`src/rtl/mdu_pkg.sv`:
```
// Shared types and helpers for the M-extension divide path.
package mdu_pkg;

    localparam logic [31:0] INT_MIN  = 32'h8000_0000;
    localparam logic [31:0] ALL_ONES = 32'hFFFF_FFFF;

    typedef enum logic [1:0] {
        DIV  = 2'b00,
        DIVU = 2'b01,
        REM  = 2'b10,
        REMU = 2'b11
    } div_op_t;

    typedef enum logic [2:0] {
        FLUSH     = 3'd0,
        RELEASE_F = 3'd1,
        IDLE      = 3'd2,
        RUN       = 3'd3,
        RELEASE   = 3'd4,
        DONE      = 3'd5
    } div_state_t;

    function automatic logic is_signed(input div_op_t op);
        return (op == DIV) || (op == REM);
    endfunction

    function automatic logic is_rem(input div_op_t op);
        return (op == REM) || (op == REMU);
    endfunction

    function automatic logic [31:0] negate(input logic [31:0] v);
        return ~v + 32'd1;
    endfunction

    // INT_MIN maps onto itself, which is the correct unsigned magnitude.
    function automatic logic [31:0] magnitude(input logic [31:0] v);
        return v[31] ? negate(v) : v;
    endfunction

endpackage

```
`src/rtl/div_sequencer_if.sv`:
```
// Request/response handshake bundle between issue logic and the divide sequencer.
interface div_sequencer_if #(
    parameter int XLEN  = 32,
    parameter int TAG_W = 5
);
    logic             req_valid;
    logic             req_ready;
    logic [1:0]       req_op;
    logic [XLEN-1:0]  req_a;
    logic [XLEN-1:0]  req_b;
    logic [TAG_W-1:0] req_tag;
    logic             resp_valid;
    logic             resp_ready;
    logic [XLEN-1:0]  resp_data;
    logic [TAG_W-1:0] resp_tag;

    modport master (
        output req_valid, req_op, req_a, req_b, req_tag, resp_ready,
        input  req_ready, resp_valid, resp_data, resp_tag
    );

    modport slave (
        input  req_valid, req_op, req_a, req_b, req_tag, resp_ready,
        output req_ready, resp_valid, resp_data, resp_tag
    );
endinterface

```
`src/rtl/div_result_fixup.sv`:
```
// Picks quotient or remainder, restores the sign, and overrides with the
// RISC-V divide-by-zero and signed-overflow results.
module div_result_fixup
    import mdu_pkg::*;
(
    input  div_op_t     op,
    input  logic [31:0] a,
    input  logic [31:0] b,
    input  logic [31:0] quotient,
    input  logic [31:0] remainder,
    input  logic        neg_q,
    input  logic        neg_r,
    output logic        special,
    output logic [31:0] result
);

    logic        div_zero_s;
    logic        overflow_s;
    logic [31:0] raw_s;
    logic        neg_s;

    // Special-case detection and final result selection.
    always_comb begin
        div_zero_s = (b == 32'd0);
        overflow_s = is_signed(op) && (a == INT_MIN) && (b == ALL_ONES);
        special    = div_zero_s || overflow_s;
        raw_s      = quotient;
        neg_s      = neg_q;
        result     = quotient;
        if (is_rem(op)) begin
            raw_s = remainder;
            neg_s = neg_r;
        end else begin
            raw_s = quotient;
            neg_s = neg_q;
        end
        if (div_zero_s) begin
            result = is_rem(op) ? a : ALL_ONES;
        end else if (overflow_s) begin
            result = is_rem(op) ? 32'd0 : INT_MIN;
        end else if (neg_s) begin
            result = negate(raw_s);
        end else begin
            result = raw_s;
        end
    end

endmodule

```
`src/rtl/div_sequencer.sv`:
```
// Control stage driving the unsigned iterative divider core for DIV/DIVU/REM/REMU,
// including draining the unreset core after every reset.
module div_sequencer
    import mdu_pkg::*;
#(
    parameter int XLEN  = 32,
    parameter int TAG_W = 5
) (
    input  logic            clock,
    input  logic            reset,
    div_sequencer_if.slave  bus,
    output logic [XLEN-1:0] core_a,
    output logic [XLEN-1:0] core_b,
    output logic            core_enable,
    input  logic [XLEN-1:0] core_quotient,
    input  logic [XLEN-1:0] core_remainder,
    input  logic            core_valid
);

    localparam logic [XLEN-1:0] CORE_B_SAFE = {{(XLEN-1){1'b0}}, 1'b1};

    div_state_t       state_r, state_s;
    div_op_t          op_r, op_s;
    logic [TAG_W-1:0] tag_r, tag_s;
    logic             neg_q_r, neg_q_s, neg_r_r, neg_r_s;
    logic [XLEN-1:0]  core_a_r, core_a_s, core_b_r, core_b_s;
    logic             core_enable_r, core_enable_s;
    logic             req_ready_r, req_ready_s;
    logic             resp_valid_r, resp_valid_s;
    logic [XLEN-1:0]  resp_data_r, resp_data_s;
    logic [TAG_W-1:0] resp_tag_r, resp_tag_s;

    div_op_t          req_op_s;
    logic             req_neg_q_s, req_neg_r_s;
    div_op_t          fix_op_s;
    logic [XLEN-1:0]  fix_a_s, fix_b_s;
    logic             fix_neg_q_s, fix_neg_r_s;
    logic             fix_special_s;
    logic [XLEN-1:0]  fix_result_s;

    assign req_op_s    = div_op_t'(bus.req_op);
    assign req_neg_q_s = is_signed(req_op_s) & (bus.req_a[XLEN-1] ^ bus.req_b[XLEN-1]);
    assign req_neg_r_s = is_signed(req_op_s) & bus.req_a[XLEN-1];

    // In IDLE the fixup judges the incoming request; otherwise the latched operation.
    always_comb begin
        fix_op_s    = op_r;
        fix_a_s     = core_a_r;
        fix_b_s     = core_b_r;
        fix_neg_q_s = neg_q_r;
        fix_neg_r_s = neg_r_r;
        if (state_r == IDLE) begin
            fix_op_s    = req_op_s;
            fix_a_s     = bus.req_a;
            fix_b_s     = bus.req_b;
            fix_neg_q_s = req_neg_q_s;
            fix_neg_r_s = req_neg_r_s;
        end else begin
            fix_op_s    = op_r;
            fix_a_s     = core_a_r;
            fix_b_s     = core_b_r;
            fix_neg_q_s = neg_q_r;
            fix_neg_r_s = neg_r_r;
        end
    end

    div_result_fixup u_fixup (
        .op        (fix_op_s),
        .a         (fix_a_s),
        .b         (fix_b_s),
        .quotient  (core_quotient),
        .remainder (core_remainder),
        .neg_q     (fix_neg_q_s),
        .neg_r     (fix_neg_r_s),
        .special   (fix_special_s),
        .result    (fix_result_s)
    );

    // Next-state and next-output logic; all outputs are registered from these.
    always_comb begin
        state_s       = state_r;
        op_s          = op_r;
        tag_s         = tag_r;
        neg_q_s       = neg_q_r;
        neg_r_s       = neg_r_r;
        core_a_s      = core_a_r;
        core_b_s      = core_b_r;
        core_enable_s = 1'b0;
        req_ready_s   = 1'b0;
        resp_valid_s  = 1'b0;
        resp_data_s   = resp_data_r;
        resp_tag_s    = resp_tag_r;
        case (state_r)
            FLUSH: begin
                core_a_s = {XLEN{1'b0}};
                core_b_s = CORE_B_SAFE;
                if (core_enable_r && core_valid) begin
                    state_s = RELEASE_F;
                end else if (core_enable_r) begin
                    core_enable_s = 1'b1;
                end else if (!core_valid) begin
                    core_enable_s = 1'b1;
                end else begin
                    core_enable_s = 1'b0;
                end
            end
            RELEASE_F: begin
                if (!core_valid) begin
                    state_s     = IDLE;
                    req_ready_s = 1'b1;
                end else begin
                    state_s = RELEASE_F;
                end
            end
            IDLE: begin
                req_ready_s = 1'b1;
                if (bus.req_valid && req_ready_r) begin
                    req_ready_s = 1'b0;
                    op_s        = req_op_s;
                    tag_s       = bus.req_tag;
                    neg_q_s     = req_neg_q_s;
                    neg_r_s     = req_neg_r_s;
                    if (fix_special_s) begin
                        state_s      = DONE;
                        resp_valid_s = 1'b1;
                        resp_data_s  = fix_result_s;
                        resp_tag_s   = bus.req_tag;
                    end else begin
                        state_s       = RUN;
                        core_enable_s = 1'b1;
                        core_a_s      = is_signed(req_op_s) ? magnitude(bus.req_a) : bus.req_a;
                        core_b_s      = is_signed(req_op_s) ? magnitude(bus.req_b) : bus.req_b;
                    end
                end else begin
                    state_s = IDLE;
                end
            end
            RUN: begin
                if (core_valid) begin
                    state_s     = RELEASE;
                    resp_data_s = fix_result_s;
                    resp_tag_s  = tag_r;
                end else begin
                    core_enable_s = 1'b1;
                end
            end
            RELEASE: begin
                if (!core_valid) begin
                    state_s      = DONE;
                    resp_valid_s = 1'b1;
                end else begin
                    state_s = RELEASE;
                end
            end
            DONE: begin
                if (bus.resp_ready) begin
                    state_s     = IDLE;
                    req_ready_s = 1'b1;
                end else begin
                    resp_valid_s = 1'b1;
                end
            end
            default: begin
                state_s = FLUSH;
            end
        endcase
    end

    // State and output registers.
    always_ff @(posedge clock or posedge reset) begin
        if (reset) begin
            state_r       <= FLUSH;
            op_r          <= DIVU;
            tag_r         <= {TAG_W{1'b0}};
            neg_q_r       <= 1'b0;
            neg_r_r       <= 1'b0;
            core_a_r      <= {XLEN{1'b0}};
            core_b_r      <= CORE_B_SAFE;
            core_enable_r <= 1'b0;
            req_ready_r   <= 1'b0;
            resp_valid_r  <= 1'b0;
            resp_data_r   <= {XLEN{1'b0}};
            resp_tag_r    <= {TAG_W{1'b0}};
        end else begin
            state_r       <= state_s;
            op_r          <= op_s;
            tag_r         <= tag_s;
            neg_q_r       <= neg_q_s;
            neg_r_r       <= neg_r_s;
            core_a_r      <= core_a_s;
            core_b_r      <= core_b_s;
            core_enable_r <= core_enable_s;
            req_ready_r   <= req_ready_s;
            resp_valid_r  <= resp_valid_s;
            resp_data_r   <= resp_data_s;
            resp_tag_r    <= resp_tag_s;
        end
    end

    assign bus.req_ready  = req_ready_r;
    assign bus.resp_valid = resp_valid_r;
    assign bus.resp_data  = resp_data_r;
    assign bus.resp_tag   = resp_tag_r;
    assign core_a         = core_a_r;
    assign core_b         = core_b_r;
    assign core_enable    = core_enable_r;

endmodule

```
`src/flat_wrapper.sv`:
```
// flat-port wrapper written by rule: the top's interface ports become plain ports
module div_sequencer_flat import mdu_pkg::*;
#(
    parameter int XLEN  = 32,
    parameter int TAG_W = 5
)
  (clock, reset, core_a, core_b, core_enable, core_quotient, core_remainder, core_valid, bus_req_valid, bus_req_op, bus_req_a, bus_req_b, bus_req_tag, bus_resp_ready, bus_req_ready, bus_resp_valid, bus_resp_data, bus_resp_tag);
  div_sequencer_if #(.XLEN(XLEN), .TAG_W(TAG_W)) bus_i ();
  input  logic clock;
  input  logic reset;
  output logic [XLEN-1:0] core_a;
  output logic [XLEN-1:0] core_b;
  output logic core_enable;
  input  logic [XLEN-1:0] core_quotient;
  input  logic [XLEN-1:0] core_remainder;
  input  logic core_valid;
  input wire logic [$bits(bus_i.req_valid)-1:0] bus_req_valid;
  input wire logic [$bits(bus_i.req_op)-1:0] bus_req_op;
  input wire logic [$bits(bus_i.req_a)-1:0] bus_req_a;
  input wire logic [$bits(bus_i.req_b)-1:0] bus_req_b;
  input wire logic [$bits(bus_i.req_tag)-1:0] bus_req_tag;
  input wire logic [$bits(bus_i.resp_ready)-1:0] bus_resp_ready;
  output wire logic [$bits(bus_i.req_ready)-1:0] bus_req_ready;
  output wire logic [$bits(bus_i.resp_valid)-1:0] bus_resp_valid;
  output wire logic [$bits(bus_i.resp_data)-1:0] bus_resp_data;
  output wire logic [$bits(bus_i.resp_tag)-1:0] bus_resp_tag;
  assign bus_i.req_valid = bus_req_valid;
  assign bus_i.req_op = bus_req_op;
  assign bus_i.req_a = bus_req_a;
  assign bus_i.req_b = bus_req_b;
  assign bus_i.req_tag = bus_req_tag;
  assign bus_i.resp_ready = bus_resp_ready;
  assign bus_req_ready = bus_i.req_ready;
  assign bus_resp_valid = bus_i.resp_valid;
  assign bus_resp_data = bus_i.resp_data;
  assign bus_resp_tag = bus_i.resp_tag;
  div_sequencer #(.XLEN(XLEN), .TAG_W(TAG_W)) u_core (.clock(clock), .reset(reset), .bus(bus_i), .core_a(core_a), .core_b(core_b), .core_enable(core_enable), .core_quotient(core_quotient), .core_remainder(core_remainder), .core_valid(core_valid));
endmodule
```
`config.mk`:
```
export PLATFORM = sky130hd
export DESIGN_NAME = div_sequencer_flat
export DESIGN_NICKNAME = d
export VERILOG_FILES = /design/src/rtl/mdu_pkg.sv /design/src/rtl/div_sequencer_if.sv /design/src/rtl/div_result_fixup.sv /design/src/rtl/div_sequencer.sv /design/src/flat_wrapper.sv
export SDC_FILE = /design/constraint.sdc
export NUM_CORES = 1
export LEC_CHECK = 0
export BUFFER_PORTS_ARGS = -buffer_cell sky130_fd_sc_hd__buf_4
export CORE_ASPECT_RATIO = 1.75
export CORE_UTILIZATION = 53
export CTS_CLUSTER_SIZE = 8
export DETAILED_ROUTE_END_ITERATION = 6
export PLACE_DENSITY = 0.81
export SLEW_MARGIN = 5
export SYNTH_ARGS = -nofsm -noshare
export SYNTH_HDL_FRONTEND = slang
export SYNTH_SLANG_ARGS = --single-unit
export TNS_END_PERCENT = 20
```
`constraint.sdc`:
```
create_clock -name clock -period 5.3 [get_ports clock]
set_input_delay 1.06 -clock clock [delete_from_list [all_inputs] [get_ports clock]]
set_output_delay 1.06 -clock clock [all_outputs]
set_load 0.005 [all_outputs]
```
==> impl_metrics.tcl <==
set metrics [dict create \
    grt_setup_unrepaired "false" \
    num_rows 60 \
    root_buffer "clkbuf_16" \
    end_kind "flip-flop" \
    drc 73 \
    wl_met1_mm 10.7 \
    hp-class "reg2reg" \
    outcome "finished with violations" \
    slew_headroom 0.204 \
    synth_seq_cells 116 \
    cp_slowest_cell "a31oi_4" \
    placed_cell_area_um2 10400 \
    antenna_found_initial 0 \
    startpoint_type "primary input" \
    design_area_um2 11000 \
    worstSetupPathType "in2reg" \
    critPathMaxFanout 25 \
    synthDistinctLibCells 61 \
    r2r_cells 10 \
    portBuffers 243 \
    avgSynthCellArea_um2 8.00 \
    p_leak_uw 0.00483 \
    synth_ff_type "dfrtp_1" \
    wl_met2_mm 16.2 \
    synth_async_sr_flop_share 1.00 \
    syn-num-nets 1205 \
    synth.cell_area_um2 8500 \
    drv_cap 0 \
    powerDensity_nw_per_um2 524 \
    finalMaxSlewViolations 0 \
    worstSkewPairLatency_ns 0.41 \
    synthTopCellsByArea "dfrtp_1, nand2_1, xnor2_1" \
    wl_per_cell_um 21.3 \
    numCtsBuffers 17 \
    htree_num_levels 4 \
    drt_first_pass_iters 7 \
    gp_congestion 0.953 \
    ys_warn_count 0 \
    top_layer "met4" \
    nFillCells 1284 \
    final-setup-viol-count 0 \
    drt-initial-drc-count 956 \
    cts_tree "yes" \
    track_usage 0.377 \
    cp_num_cells 9 \
    synthCells 1062 \
    clk_pin_slew_ns 0.06 \
    yosysTopAreaCell "dfrtp_1" \
    initial_utilization 0.547 \
    slowest_delay_ns 0.76 \
    fin_skew_ns 0.0104 \
    ioPinCount 244 \
    synth_seq_area_share 0.342 \
    arrival_ns 4.35 \
    post_cts_buffers 0 \
    r2r_end "u_core.bus.resp_data[30]$_DFFE_PP0P_" \
    clock_path_buffers 2 \
    cp.buffers_inverters 2 \
    grt-ovfl-total 0 \
    dieArea_um2 16600 \
    grt_first_pass_wirelength_mm 48.3 \
    worst_pin_slew_ns 1.19 \
    fin_nets 1417 \
    worstPathCellList "buf_4 > or4_1 > nor4b_1 > nand4_1 > o41a_1 > a31oi_4 > buf_4 > nor2_1 > a21oi_1" \
    synth.most_common_cell "nand2_1" \
    drtAntennaViolNets 0 \
    fin_crit_ns 4.02 \
    wl_met3_mm 2.44 \
    die_h_um 170 \
    hpwl_mm 23.8 \
    yosysTopAreaCellShare 0.336 \
    cts_sinks 116 \
    fin_tns_setup_ns 0 \
    crit_top_cell "buf_4" \
    via_count 9431 \
    cp.required_ns 5.63 \
    cp_top_family "compound AO/OA/AOI/OAI gates" \
    grt_max_degree 80 \
    core-area_um2 15500 \
    violations "design-rule violations" \
    startpoint "bus_req_b[21]" \
    r2r_start "u_core.state_r[0]$_DFFE_PP0P_" \
    fmax_mhz 249 \
    cts_resized 0 \
    ir_worst_vdd_uv 334 \
    yosys-top-cells-count "nand2_1, dfrtp_1, nor2_1" \
    timing.final.hold_violations 0 \
    grt_pass1_vias 9168 \
    synth-edff-count 0 \
    drive_above_1_share 0.249 \
    r2r_slack_ns 1.31 \
    dieWidth_um 97.7 \
    area_delta_synth_final_pct 29.9 \
    fin_crit_sh 0.758 \
    viasPerCell 6.40 \
    crit_end "u_core.bus.resp_tag[2]$_DFFE_PP0P_" \
    hold_buffers 0 \
    totalWireLength_mm 31.4 \
]
[layout by cell type (no fill, tap or decap), types with 35 or more instances in the layout]
master,instances
a21oi_1,69
a31oi_1,36
buf_4,258
dfrtp_1,114
mux2i_1,48
nand2_1,200
nor2_1,79
nor3_1,35
nor4_1,35
o31ai_1,49
xnor2_1,57
[per-layer routing]
metal,up-vias,global-route usage
met4,0,0.236
met5,-,0
met1,4426,0.409
li1,4281,-
met3,154,0.0585
met2,570,0.681
[logic make-up (layout without fill, tap and decap cells)]
family,count (synthesis),after routing,synth area share
and+or+nand+nor,466,466,0.264
xor gates and xnor gates,87,87,0.0897
DFF,116,116,0.342
adders and majority gates,3,3,0.00442
buffers and inverters,81,306,0.0442
muxes,58,58,0.0712
AOI/OAI and AO/OA,251,251,0.184
other,0,1,0
[worst reg2reg max path, delay by kind of cell (launching register included)]
kind | cells | cell delay [ns]
adder cells (fa/ha/maj) | 1 | 0.50
flip-flops | 1 | 0.51
AO/OA/AOI/OAI | 3 | 0.75
multiplexers | 2 | 0.59
AND/OR/NAND/NOR | 1 | 0.65
buffers and inverters | 2 | 0.67
XOR/XNOR | 1 | 0.19
[where the power goes]
part | internal, µW | switching, µW
combinational | 1270 | 1620
clock | 756 | 441
sequential | 1260 | 432
[worst min-delay path by stage]
stage / from / endpoint / cells after the start
2_1_floorplan: u_core.op_r[0]$_DFFE_PP1P_ / u_core.op_r[0]$_DFFE_PP1P_ / 2
3_3_place_gp: u_core.neg_q_r$_DFFE_PP0P_ / u_core.neg_q_r$_DFFE_PP0P_ / 2
3_5_place_dp: u_core.tag_r[3]$_DFFE_PP0P_ / u_core.tag_r[3]$_DFFE_PP0P_ / 2
4_1_cts: u_core.tag_r[3]$_DFFE_PP0P_ / u_core.tag_r[3]$_DFFE_PP0P_ / 2
5_1_grt: u_core.tag_r[3]$_DFFE_PP0P_ / u_core.tag_r[3]$_DFFE_PP0P_ / 2
6_report: u_core.tag_r[3]$_DFFE_PP0P_ / u_core.tag_r[3]$_DFFE_PP0P_ / 2
[final cells by class]
cell class	instances	area [µm²]	area share
antenna	1	2.50	0.000227
clock buffer	18	439	0.0398
clock inverter	14	176	0.0160
inverter	14	55.1	0.00499
multi-input combinational	865	5250	0.476
sequential	116	2910	0.263
tap	186	233	0.0211
timing repair buffer	260	1980	0.179
[sequential cells by signal (all words and copies together), names as in the netlist, 2 cells and up]
name / cells
u_core.bus.resp_tag: 5
u_core.bus.resp_data: 32
u_core.state_r: 3
u_core.tag_r: 5
u_core.op_r: 2
u_core.core_b: 32
u_core.core_a: 32
[stage by stage]
step,hold slack (ns),power (µW),setup slack (ns),instances,utilization
after floorplan,0.439,3290,1.17,1062,-
after global placement,0.456,4450,1.04,1441,0.671
after detailed placement,0.464,4510,0.893,1441,0.671
after CTS,0.476,5720,1.32,1473,0.710
after global routing,0.515,6080,0.966,1473,0.710
final,0.473,5780,1.28,1474,0.710
(Power assumes the default switching activity.)
